**src/rtl/uart_tx_buffered.sv**
```systemverilog
`timescale 1ns/1ps
// -----------------------------------------------------------------------------
// uart_tx_buffered
//
// Serial UART transmitter. The frame has 8 data bits, sent LSB first, and the
// line idles high. Bytes arrive from the CPU peripheral bus over a valid/ready
// handshake and go into a one-deep holding register. A separate shifter drives
// the line, so the next byte can wait in the holding register while the
// current frame is still being sent. Frames can then run back to back with no
// idle gap between them.
//
// Parameters:
//   CLKS_PER_BIT : sysclk cycles per bit (minimum 4)
//   PARITY       : 0 = none, 1 = odd, 2 = even (parity bit follows D7)
//   STOP_BITS    : 1 or 2
//
// Ports:
//   sysclk   in   system clock, all logic on the rising edge
//   reset    in   synchronous active-low reset
//   tx_data  in   byte to send
//   tx_valid in   tx_data is valid
//   tx_ready out  holding register empty; a byte is accepted on
//                 tx_valid && tx_ready
//   tx_busy  out  a frame is on the line, or the holding register is full
//   UART_TX  out  serial line, driven straight from a flop
// -----------------------------------------------------------------------------
module uart_tx_buffered #(
  parameter int CLKS_PER_BIT = 10417,
  parameter int PARITY       = 0,
  parameter int STOP_BITS    = 1
) (
  input  logic       sysclk,
  input  logic       reset,
  input  logic [7:0] tx_data,
  input  logic       tx_valid,
  output logic       tx_ready,
  output logic       tx_busy,
  output logic       UART_TX
);

  localparam int              CNT_W     = $clog2(CLKS_PER_BIT);
  localparam logic [CNT_W-1:0] CNT_MAX  = CNT_W'(CLKS_PER_BIT - 1);
  localparam logic [2:0]      LAST_STOP = 3'(STOP_BITS - 1);

  typedef enum logic [2:0] {
    S_IDLE,
    S_START,
    S_DATA,
    S_PARITY,
    S_STOP
  } state_e;

  state_e           state_q,     state_d;
  logic [CNT_W-1:0] cnt_q,       cnt_d;
  logic [2:0]       bit_idx_q,   bit_idx_d;
  logic [7:0]       shift_q,     shift_d;
  logic             par_q,       par_d;
  logic             hold_full_q, hold_full_d;
  logic [7:0]       hold_data_q, hold_data_d;
  logic             tx_q,        tx_d;
  logic             tx_ready_q,  tx_ready_d;
  logic             tx_busy_q,   tx_busy_d;

  logic accept;
  logic load;
  logic baud_wrap;

  always_comb begin
    // NOTE: every variable gets a default first, so that no path through the
    // case statement leaves a value unassigned and infers a latch.
    state_d     = state_q;
    cnt_d       = cnt_q;
    bit_idx_d   = bit_idx_q;
    shift_d     = shift_q;
    par_d       = par_q;
    hold_full_d = hold_full_q;
    hold_data_d = hold_data_q;
    load        = 1'b0;

    accept    = tx_valid && tx_ready_q;
    baud_wrap = (cnt_q == CNT_MAX);

    // The baud counter runs whenever a frame is active. Bits change only on
    // the wrap.
    if (state_q != S_IDLE) begin
      cnt_d = baud_wrap ? '0 : cnt_q + CNT_W'(1);
    end

    case (state_q)
      S_IDLE: begin
        if (hold_full_q) load = 1'b1;
      end
      S_START: begin
        if (baud_wrap) begin
          state_d   = S_DATA;
          bit_idx_d = '0;
        end
      end
      S_DATA: begin
        if (baud_wrap) begin
          shift_d = {1'b0, shift_q[7:1]};
          if (bit_idx_q == 3'd7) begin
            state_d   = (PARITY != 0) ? S_PARITY : S_STOP;
            bit_idx_d = '0;
          end else begin
            bit_idx_d = bit_idx_q + 3'd1;
          end
        end
      end
      S_PARITY: begin
        if (baud_wrap) begin
          state_d   = S_STOP;
          bit_idx_d = '0;
        end
      end
      S_STOP: begin
        // bit_idx counts the stop bits here. On the last one, a waiting byte
        // starts at once, so no idle cycle appears between frames.
        if (baud_wrap) begin
          if (bit_idx_q == LAST_STOP) begin
            if (hold_full_q) load = 1'b1;
            else             state_d = S_IDLE;
          end else begin
            bit_idx_d = bit_idx_q + 3'd1;
          end
        end
      end
      default: state_d = S_IDLE;
    endcase

    if (load) begin
      state_d     = S_START;
      cnt_d       = '0;
      bit_idx_d   = '0;
      shift_d     = hold_data_q;
      par_d       = (PARITY == 1) ? ~^hold_data_q : ^hold_data_q;
      hold_full_d = 1'b0;
    end

    // This comes after the load, so an accept in the same cycle as a load
    // leaves the register full with the new byte.
    if (accept) begin
      hold_full_d = 1'b1;
      hold_data_d = tx_data;
    end

    // The line level is decoded from the next state. That keeps UART_TX a
    // plain flop output, with no logic between the flop and the pin.
    case (state_d)
      S_IDLE:   tx_d = 1'b1;
      S_START:  tx_d = 1'b0;
      S_DATA:   tx_d = shift_d[0];
      S_PARITY: tx_d = par_d;
      S_STOP:   tx_d = 1'b1;
      default:  tx_d = 1'b1;
    endcase

    tx_ready_d = !hold_full_d;
    tx_busy_d  = (state_d != S_IDLE) || hold_full_d;
  end

  always_ff @(posedge sysclk) begin
    // NOTE: the datapath registers (shift, hold_data, parity) are reset along
    // with the control state. A reset mid-frame must throw the held byte away,
    // and this also keeps every flop free of X at start-up.
    if (!reset) begin
      // NOTE: sequential state is assigned non-blocking only. Every flop then
      // samples the values from before the edge, whatever the statement order.
      state_q     <= S_IDLE;
      cnt_q       <= '0;
      bit_idx_q   <= '0;
      shift_q     <= '0;
      par_q       <= 1'b0;
      hold_full_q <= 1'b0;
      hold_data_q <= '0;
      tx_q        <= 1'b1;
      tx_ready_q  <= 1'b1;
      tx_busy_q   <= 1'b0;
    end else begin
      state_q     <= state_d;
      cnt_q       <= cnt_d;
      bit_idx_q   <= bit_idx_d;
      shift_q     <= shift_d;
      par_q       <= par_d;
      hold_full_q <= hold_full_d;
      hold_data_q <= hold_data_d;
      tx_q        <= tx_d;
      tx_ready_q  <= tx_ready_d;
      tx_busy_q   <= tx_busy_d;
    end
  end

  assign UART_TX  = tx_q;
  assign tx_ready = tx_ready_q;
  assign tx_busy  = tx_busy_q;

endmodule
```
**config.mk**
```make
export PLATFORM = sky130hd
export DESIGN_NAME = uart_tx_buffered
export DESIGN_NICKNAME = d
export VERILOG_FILES = /design/src/rtl/uart_tx_buffered.sv
export SDC_FILE = /design/constraint.sdc
export NUM_CORES = 1
export LEC_CHECK = 0
export ABC_AREA = 0
export CAP_MARGIN = 20
export CORE_UTILIZATION = 61
export DETAILED_ROUTE_END_ITERATION = 10
export PLACE_DENSITY = 0.86
export REMOVE_ABC_BUFFERS = 1
export SYNTH_ARGS = -nofsm -noshare
export SYNTH_HDL_FRONTEND = slang
export SYNTH_SLANG_ARGS = --single-unit
```
**constraint.sdc**
```tcl
create_clock -name sysclk -period 6.45 [get_ports sysclk]
set_input_delay 1.29 -clock sysclk [delete_from_list [all_inputs] [get_ports sysclk]]
set_output_delay 1.29 -clock sysclk [all_outputs]
set_load 0.02 [all_outputs]
```
## Word-level counts from Yosys, hierarchy flattened

Index checks and enable logic that the tools add are counted.

- $add $sub $neg: 2
- $mul: 0
- Div/mod/pow operators: 0
- Magnitude comparators: 0
- Eq/ne operators: 13
- Shifts and indexed selects: 0
- Muxes and demuxes: 27
- Bitwise logic cells: 1
- Reduce and logical (&&, ||, !) cells: 15

Operator list:

| cell | count |
|---|---|
| 3-bit two-way mux | 13 |
| 8-bit two-way mux | 3 |
| 3-bit case mux with 5 select lines | 1 |
| 14-bit by 1-bit adder with 14-bit output, second input constant | 1 |
| 14-bit == test, second input constant | 1 |
| 14-bit two-way mux | 1 |
| 3-bit by 2-bit == test with 1-bit output, second input constant | 4 |
| 3-bit case mux with 3 select lines | 1 |
| 3-bit nonzero test | 3 |
| 8-bit parity | 1 |
| 3-bit by 1-bit == test with 1-bit output, second input constant | 2 |
| 3-bit == test, second input constant | 2 |
| 3-bit zero test | 2 |
| 1-bit two-way mux | 6 |
| 2-bit inequality test, second input constant | 3 |
| 5-bit AND reduction | 1 |
| 2-bit nonzero test | 2 |
| 2-bit OR reduction | 2 |
| 3-bit by 1-bit adder with 3-bit output, second input constant | 1 |
| 1-bit case mux with 3 select lines | 1 |
| 2-bit by 1-bit inequality test with 1-bit output, second input constant | 1 |
| 1-bit case mux with 2 select lines | 1 |
| 2-bit AND reduction | 1 |
| 1-bit logical AND | 1 |
| 3 further kinds | 3 |

- Flip-flop bits (word level): 41
- Bits in latches: 0
- Memory bits (writable): 0
- ROM bits: 0
- Input port bits: 11
- Memories: 0

## Depth between registers and ports, before layout

Gate-level depths: netlist of run 1.

- Depth after elaboration: 7
- Gate-level depth with buffers: 9
- Gate-level depth less buffers: 7

## Least setup slack after synthesis of run 1

OpenSTA, ideal clock, no wires.

- Path type: register -> register
- Start: reg cnt_q[3]
- End: reg tx_q, in the netlist UART_TX
- Library setup time: 0.122 ns
- Arrival: 2.407 ns
- Data required time: 6.328 ns
- Setup slack: 3.921 ns
- Stages on the path, launching flop included: 6
- Cells stage by stage: dfxtp_1 > or4b_1 > or4_4 > or4b_4 > a221o_1 > a221o_1

- Longest elaborated chain between the ends: 6

Ends and longest elaborated chain:

| what | line | text |
|---|---|---|
| start, declared | 54 | `logic [CNT_W-1:0] cnt_q, cnt_d;` |
| start signal, assigned | 181 | `cnt_q <= cnt_d;` |
| 14-bit == test * | 81 | `baud_wrap = (cnt_q == CNT_MAX);` |
| 3-bit two-way mux, or another cell as far along | 119 | `if (baud_wrap) begin` |
| 3-bit case mux with 5 select lines or 1-bit case mux with 2 select lines (tied branches) | 89 | `case (state_q)` |
| 3-bit two-way mux | 131 | `if (load) begin` |
| 3-bit by 2-bit == test with 1-bit output or 3-bit by 1-bit == test with 1-bit output (tied branches) | 149 | `case (state_d)` |
| 1-bit case mux with 3 select lines * | 149 |  |
| end signal, assigned | 187 | `tx_q <= tx_d;` |
| end, declared | 60 | `logic tx_q, tx_d;` |

Mark *: on every way between the ends. The rest lies on a longest branch, timed or not. The select of a mux whose other input is x is not followed.
A chain may end at the register's enable or synchronous reset.

## Final worst setup path of run 1

- Start: reg cnt_q[8]
- End: reg tx_q, in the netlist UART_TX

The elaborated chain is that of the path after synthesis.

==> results of run 1 <==
==> layer usage <==
metal | vias to the layer above | part of all wire [%]
li1 | 795 | -
met1 | 664 | 48
met2 | 38 | 44
met3 | 12 | 5.0
met4 | 0 | 3.1
met5 | - | 0
==> worst max-delay path by stage <==
stage	start	to	slack (ps)	cells after the start
floorplan	cnt_q[3]	UART_TX	3840	5
global placement	reset	UART_TX	3520	4
detailed placement	reset	UART_TX	3500	4
CTS	cnt_q[7]	UART_TX	3680	5
global route	cnt_q[7]	UART_TX	3550	5
finish	cnt_q[8]	UART_TX	3680	5
==> per-stage QoR <==
step	setup WS [ps]	hold slack (ps)	area, µm²	cells
final	3677	476.7	2120	279
after global routing	3546	490.9	2120	279
after detailed placement	3496	456.1	2063	271
after global placement	3517	454.4	2063	271
after CTS	3681	474.3	2120	279
after floorplan	3844	432.2	1881	216
==> cells by family after synthesis <==
kind of cell,synth area share [%]
simple gates,25.87
fa+ha+maj,3.266
buf+inv,3.004
compound gates,12.74
flops,42.85
xor+xnor,9.144
mux,3.135
==> synthesized netlist by cell type (2+ instances only) <==
library cell  instances
a211oi_1              7
nand2_1              32
or3_1                 3
nor2_1               29
xnor2_1              11
nand2b_1              7
a21oi_1              17
and2_1                2
mux2i_1               6
nor2b_1               2
nor3_1                5
nand3_1               5
xor2_1                9
dfxtp_1              41
o211ai_1              3
ha_1                  5
or2_2                 3
a221o_1               2
clkbuf_1              8
and3_1                4
inv_1                 6
==> where the power goes <==
part	switching [mW]	total (mW)	leakage, nW	internal (mW)
logic	0.0284	0.0533	0.442	0.0249
registers	0.00746	0.271	0.334	0.264
clock network	0.0864	0.129	0.0245	0.0426
total	0.122	0.453	0.801	0.331
==> area by class of cell <==
type                            instances  area (µm²)  share of cell area, %
Timing Repair Buffer                   13       130.1                  6.139
Clock buffer                            6       41.29                  1.948
Inverter                                6       22.52                  1.063
Sequential cell                        41       820.8                  38.72
Tap cell                               42       52.55                  2.479
Clock inverter                          2       15.01                 0.7084
Multi-Input combinational cell        169        1037                  48.94
==> registers in the layout, indices dropped and copies added (netlist names) <==
signal and cells:
shift_q 8, hold_data_q 8, UART_TX 1, bit_idx_q 3, state_q 3, tx_busy 1
tx_ready 1, cnt_q 14, hold_full_q 1, par_q 1
==> critical path: stages (launching register included) <==
cell and delay, ps:
dfxtp_1 360, or3b_1 430, or4_4 630, or3_1 570, a221o_1 370, a221o_1 340
==> metrics.md, run 1 <==
| Metric | Value |
|---|---|
| DR vias | 1509 |
| Resize count post-CTS | 0 |
| CTS root buf | clkbuf_4 |
| Max Fclk | 0.3607 GHz |
| Wirelength per Cell | 12.35 µm |
| DP HPWL | 2487 µm |
| GP Congestion | 0.8143 |
| Share of cells above drive strength 1 | 5.063% |
| Die area | 3369 µm² |
| H-tree levels | 2 |
| Die span in x | 58.04 µm |
| Count of pins over their slew limit | 0 |
| Worst path arrival time | 3040 ps |
| Synth warnings | 0 |
| R2R Setup Slk | 3680 ps |
| Row Count | 19 |
| Hold path start | par_q |
| DRC viols | 0 |
| Period utilization | 42.99% |
| Ports | 14 |
| Setup Crit Path Kind | flop to flop |
| Worst EP required | 6720 ps |
| Slew HR | 36.77% |
| Min Clock Period, post-route | 2773 ps |
| Core Area | 2877 µm² |
| Initial DRC Count | 97 |
| Port buffer count | 13 |
| Fin nets | 252 |
| Met1 Use GR | 29.45% |
| Power per cell area | 213.9 nW/µm² |
| FILL cells | 236 |
| Commonest non-fill, non-tap cell in the layout | dfxtp_1 |
| Post-layout util | 73.68% |
| Total Power | 453.3 µW |
| CTS tree | built |
| Initial Util | 66.59% |
| Reg-to-Reg End | UART_TX |
| Worst hold path depth | 2 |
| Seq/Total Area, Yosys | 42.85% |
| Most Crowded Layer GR | met2 |
| CP startpoint kind | flop |
| Tot GR Track Use | 22.71% |
| Via density | 5.409 |
| Status | completed |
| Post-CTS Setup Bufs | 0 |
| Maximum root-to-sink buffer count | 2 |
| Synth-to-layout area growth | 10.65% |
| Worst-path clk slew | 130 ps |
| Worst reg2reg path depth | 5 |
| Height of the chip | 58.04 µm |
| Clock sinks | 41 |
| Routed wire length | 3445 µm |
| Synth cell types | 39 |
| Setup TNS | 0 ps |
| Final hold viol count | 0 |
| Hold crit path type | flop to flop |
| Most frequent cells in the layout | 41 x dfxtp_1, 32 x nand2_1, 29 x nor2_1 |
| Primary FF master, synth | dfxtp_1 |
| GR Util met3 | 6.250% |
| Worst slew pin tran | 944.3 ps |
| Worst Hold Path EP | par_q |
| Max Cap Viol | 0 |
| Clk_lat worst skew | 360 ps |
| Remaining global-route overflow | 0 |
| RSZ-0062 raised after global routing | false |
| Clk_skew | 12.90 ps |
| # hold bufs at CTS | 0 |
| Area leader, netlist | dfxtp_1 |
| Cell area after synthesis | 1916 µm² |
| Cells after synthesis | 225 |
| #FFs+latches synth | 41 |
| Final setup violation count | 0 |
| CP Max Fanout | 14 |
| Synth top area share | 42.85% |
| Largest net degree at the start of global routing | 24 |
| Crit. End Element | flop |
| Drt pass-1 iters | 4 |
| R2R Path Start | cnt_q[8] |
| FFs w/ async S/R, synth | 0% |
| Final ANT Viol Nets | 0 |
| Number of CTS-inserted buffers | 5 |
| EDFF count, synth | 0 |
| Initial antenna violation count | 0 |
| # diodes | 0 |
| Lkg Pwr | 0.8009 nW |
| VDD IR max | 0.1921 mV |
| First-pass GRT wire length | 5796 µm |
| Synth Area per Inst | 8.514 µm² |
| Vias in the first global route | 1362 |
| Synth top area cells | dfxtp_1 43%, nand2_1 6.3%, nor2_1 5.7% |
| M2 GR Usage | 33.50% |
No activity file was read; power rests on OpenSTA's default activity.
==> inputs of run 2 (changes only) <==
- CORE_UTILIZATION: 61 -> 57
- PLACE_DENSITY: 0.86 -> 0.82
- clock period: 6.45 -> 2.6 ns (I/O delays scaled with it)
==> metrics.md, run 2 (same netlist as run 1, synthesis figures left out) <==
| Metric | Value |
|---|---|
| Status | completed |
| Initial antenna violation count | 0 |
| Worst EP required | 2850 ps |
| Height of the chip | 59.97 µm |
| FILL cells | 255 |
| Share of cells above drive strength 1 | 9.677% |
| Drt pass-1 iters | 4 |
| Placed cell count | 284 |
| Die span in x | 59.97 µm |
| CTS tree | built |
| Worst path arrival time | 2820 ps |
| Crit-path most repeated cell | a221o_1 |
| VDD IR max | 0.3890 mV |
| Max FFs per register | 14 |
| Largest regs | cnt_q x14, hold_data_q x8, shift_q x8 |
| Max Fclk | 0.3899 GHz |
| Row Count | 20 |
| Hold slack | 478.1 ps |
| Slew HR | 64.41% |
| Initial DRC Count | 71 |
| Power per cell area | 523.9 nW/µm² |
| CP Max Fanout | 3 |
| Largest register by flop count | cnt_q |
| Worst-path clk slew | 120 ps |
| CP top delay family | simple AND/OR/NAND/NOR gates |
| WP buf/inv | 0 |
| Via density | 5.298 |
| Port buffer count | 13 |
| Number of CTS-inserted buffers | 5 |
| DR vias | 1547 |
| Commonest non-fill, non-tap cell in the layout | dfxtp_1 |
| Hold crit path type | flop to flop |
| Setup Crit Path Kind | flop to flop |
| RSZ-0062 raised after global routing | true |
| Final setup violation count | 0 |
| Clk_skew | 8.466 ps |
| # diodes | 0 |
| Maximum root-to-sink buffer count | 2 |
| DP HPWL | 2549 µm |
| Non-filler cells, final | 292 |
| H-tree levels | 2 |
| Core Area | 3128 µm² |
| Tot GR Track Use | 22.41% |
| CP max stage cell | or4b_4 |
| Min Clock Period, post-route | 2565 ps |
| Slowest stage delay, CP | 510 ps |
| First-pass GRT wire length | 6023 µm |
| Final ANT Viol Nets | 0 |
| Clk_lat worst skew | 360 ps |
| Period utilization | 98.66% |
| Clock sinks | 41 |
| Wirelength per Cell | 11.97 µm |
| Ports | 14 |
| Die area | 3596 µm² |
| # hold bufs at CTS | 0 |
| Fin nets | 263 |
| Final hold viol count | 0 |
| Lkg Pwr | 0.8722 nW |
| CP startpoint kind | flop |
| Routed wire length | 3495 µm |
| Remaining global-route overflow | 0 |
| Count of pins over their slew limit | 0 |
| Crit. End Element | flop |
| Initial Util | 61.24% |
| GP Congestion | 0.7828 |
| Worst slew pin tran | 529.8 ps |
| CTS root buf | clkbuf_4 |
| Largest net degree at the start of global routing | 23 |
| Synth-to-layout area growth | 15.81% |
| Most frequent cells in the layout | 41 x dfxtp_1, 32 x nand2_1, 29 x nor2_1 |
| DRC viols | 0 |
| Max Cap Viol | 0 |
| Vias in the first global route | 1447 |
| Crit path cell chain | or4b_1 > or4_4 > or4b_4 > a221o_1 > a221o_1 |
[run 2: cell count changes in the layout (fill, tap and decap cells not counted)]
cell | before | now
clkinvlp_4 | 2 | 0
clkbuf_8 | 0 | 2
clkinv_2 | 0 | 1
clkbuf_1 | 1 | 0
buf_4 | 0 | 11
[run 2: metrics by stage]
| stage | setup WS [ps] | cell area, µm² | utilization, % | TNS (ps) | total power, mW |
|---|---|---|---|---|---|
| after CTS | 30.69 | 2218 | 70.92 | 0 | 1.174 |
| final | 34.93 | 2218 | 70.92 | 0 | 1.162 |
| after global placement | 62.76 | 2148 | 68.68 | 0 | 0.8207 |
| after floorplan | -5.894 | 1881 | - | -5.894 | 0.7720 |
| after global routing | -60.70 | 2218 | 70.92 | -60.70 | 1.218 |
| after detailed placement | 33.37 | 2148 | 68.68 | 0 | 0.8226 |
[run 2: path summary, 6_finish.rpt]
kind / from / endpoint / slack, ps / depth (start not counted)
hold reg to reg: shift_q[7] / shift_q[7] / 480 / 2
setup reg to reg: cnt_q[3] / UART_TX / 30 / 5
hold / removal: shift_q[7] / shift_q[7] / 480 / 2
setup / recovery: cnt_q[3] / UART_TX / 30 / 5
[run 2: metal layers]
layer	part of all wire (%)	routed length (µm)	up-vias	track usage [%]
li1	-	-	812	-
met1	48	1680	695	27.69
met2	46	1593	34	36.51
met3	4.9	171	6	6.926
met4	1.4	48	0	8.306
met5	0	0	-	0
[run 2: worst reg2reg max path, cell delays in order, from the launching register on]
cell	delay [ps]
dfxtp_1	320
or4b_1	510
or4_4	450
or4b_4	510
a221o_1	350
a221o_1	330
[run 2: final cells by class]
class                      count  area [µm²]  area share (%)
tap                           44       55.05           2.482
clock buffer                   7       65.06           2.933
clock inverter                 1       5.005          0.2256
inverter                       6       22.52           1.015
sequential                    41       820.8           37.00
multi-input combinational    169        1037           46.76
timing repair buffer          24       212.7           9.588
[run 2: power breakdown]
group	switching [mW]	internal, mW	leakage (nW)
combinational	0.0698	0.0660	0.497
clock	0.197	0.157	0.0413
sequential	0.0192	0.654	0.334
total	0.286	0.876	0.872
[run 2: repair_timing]
item,CTS,global route
setup endpoints to repair,0,1
gates resized for setup,0,0
setup buffers,0,0
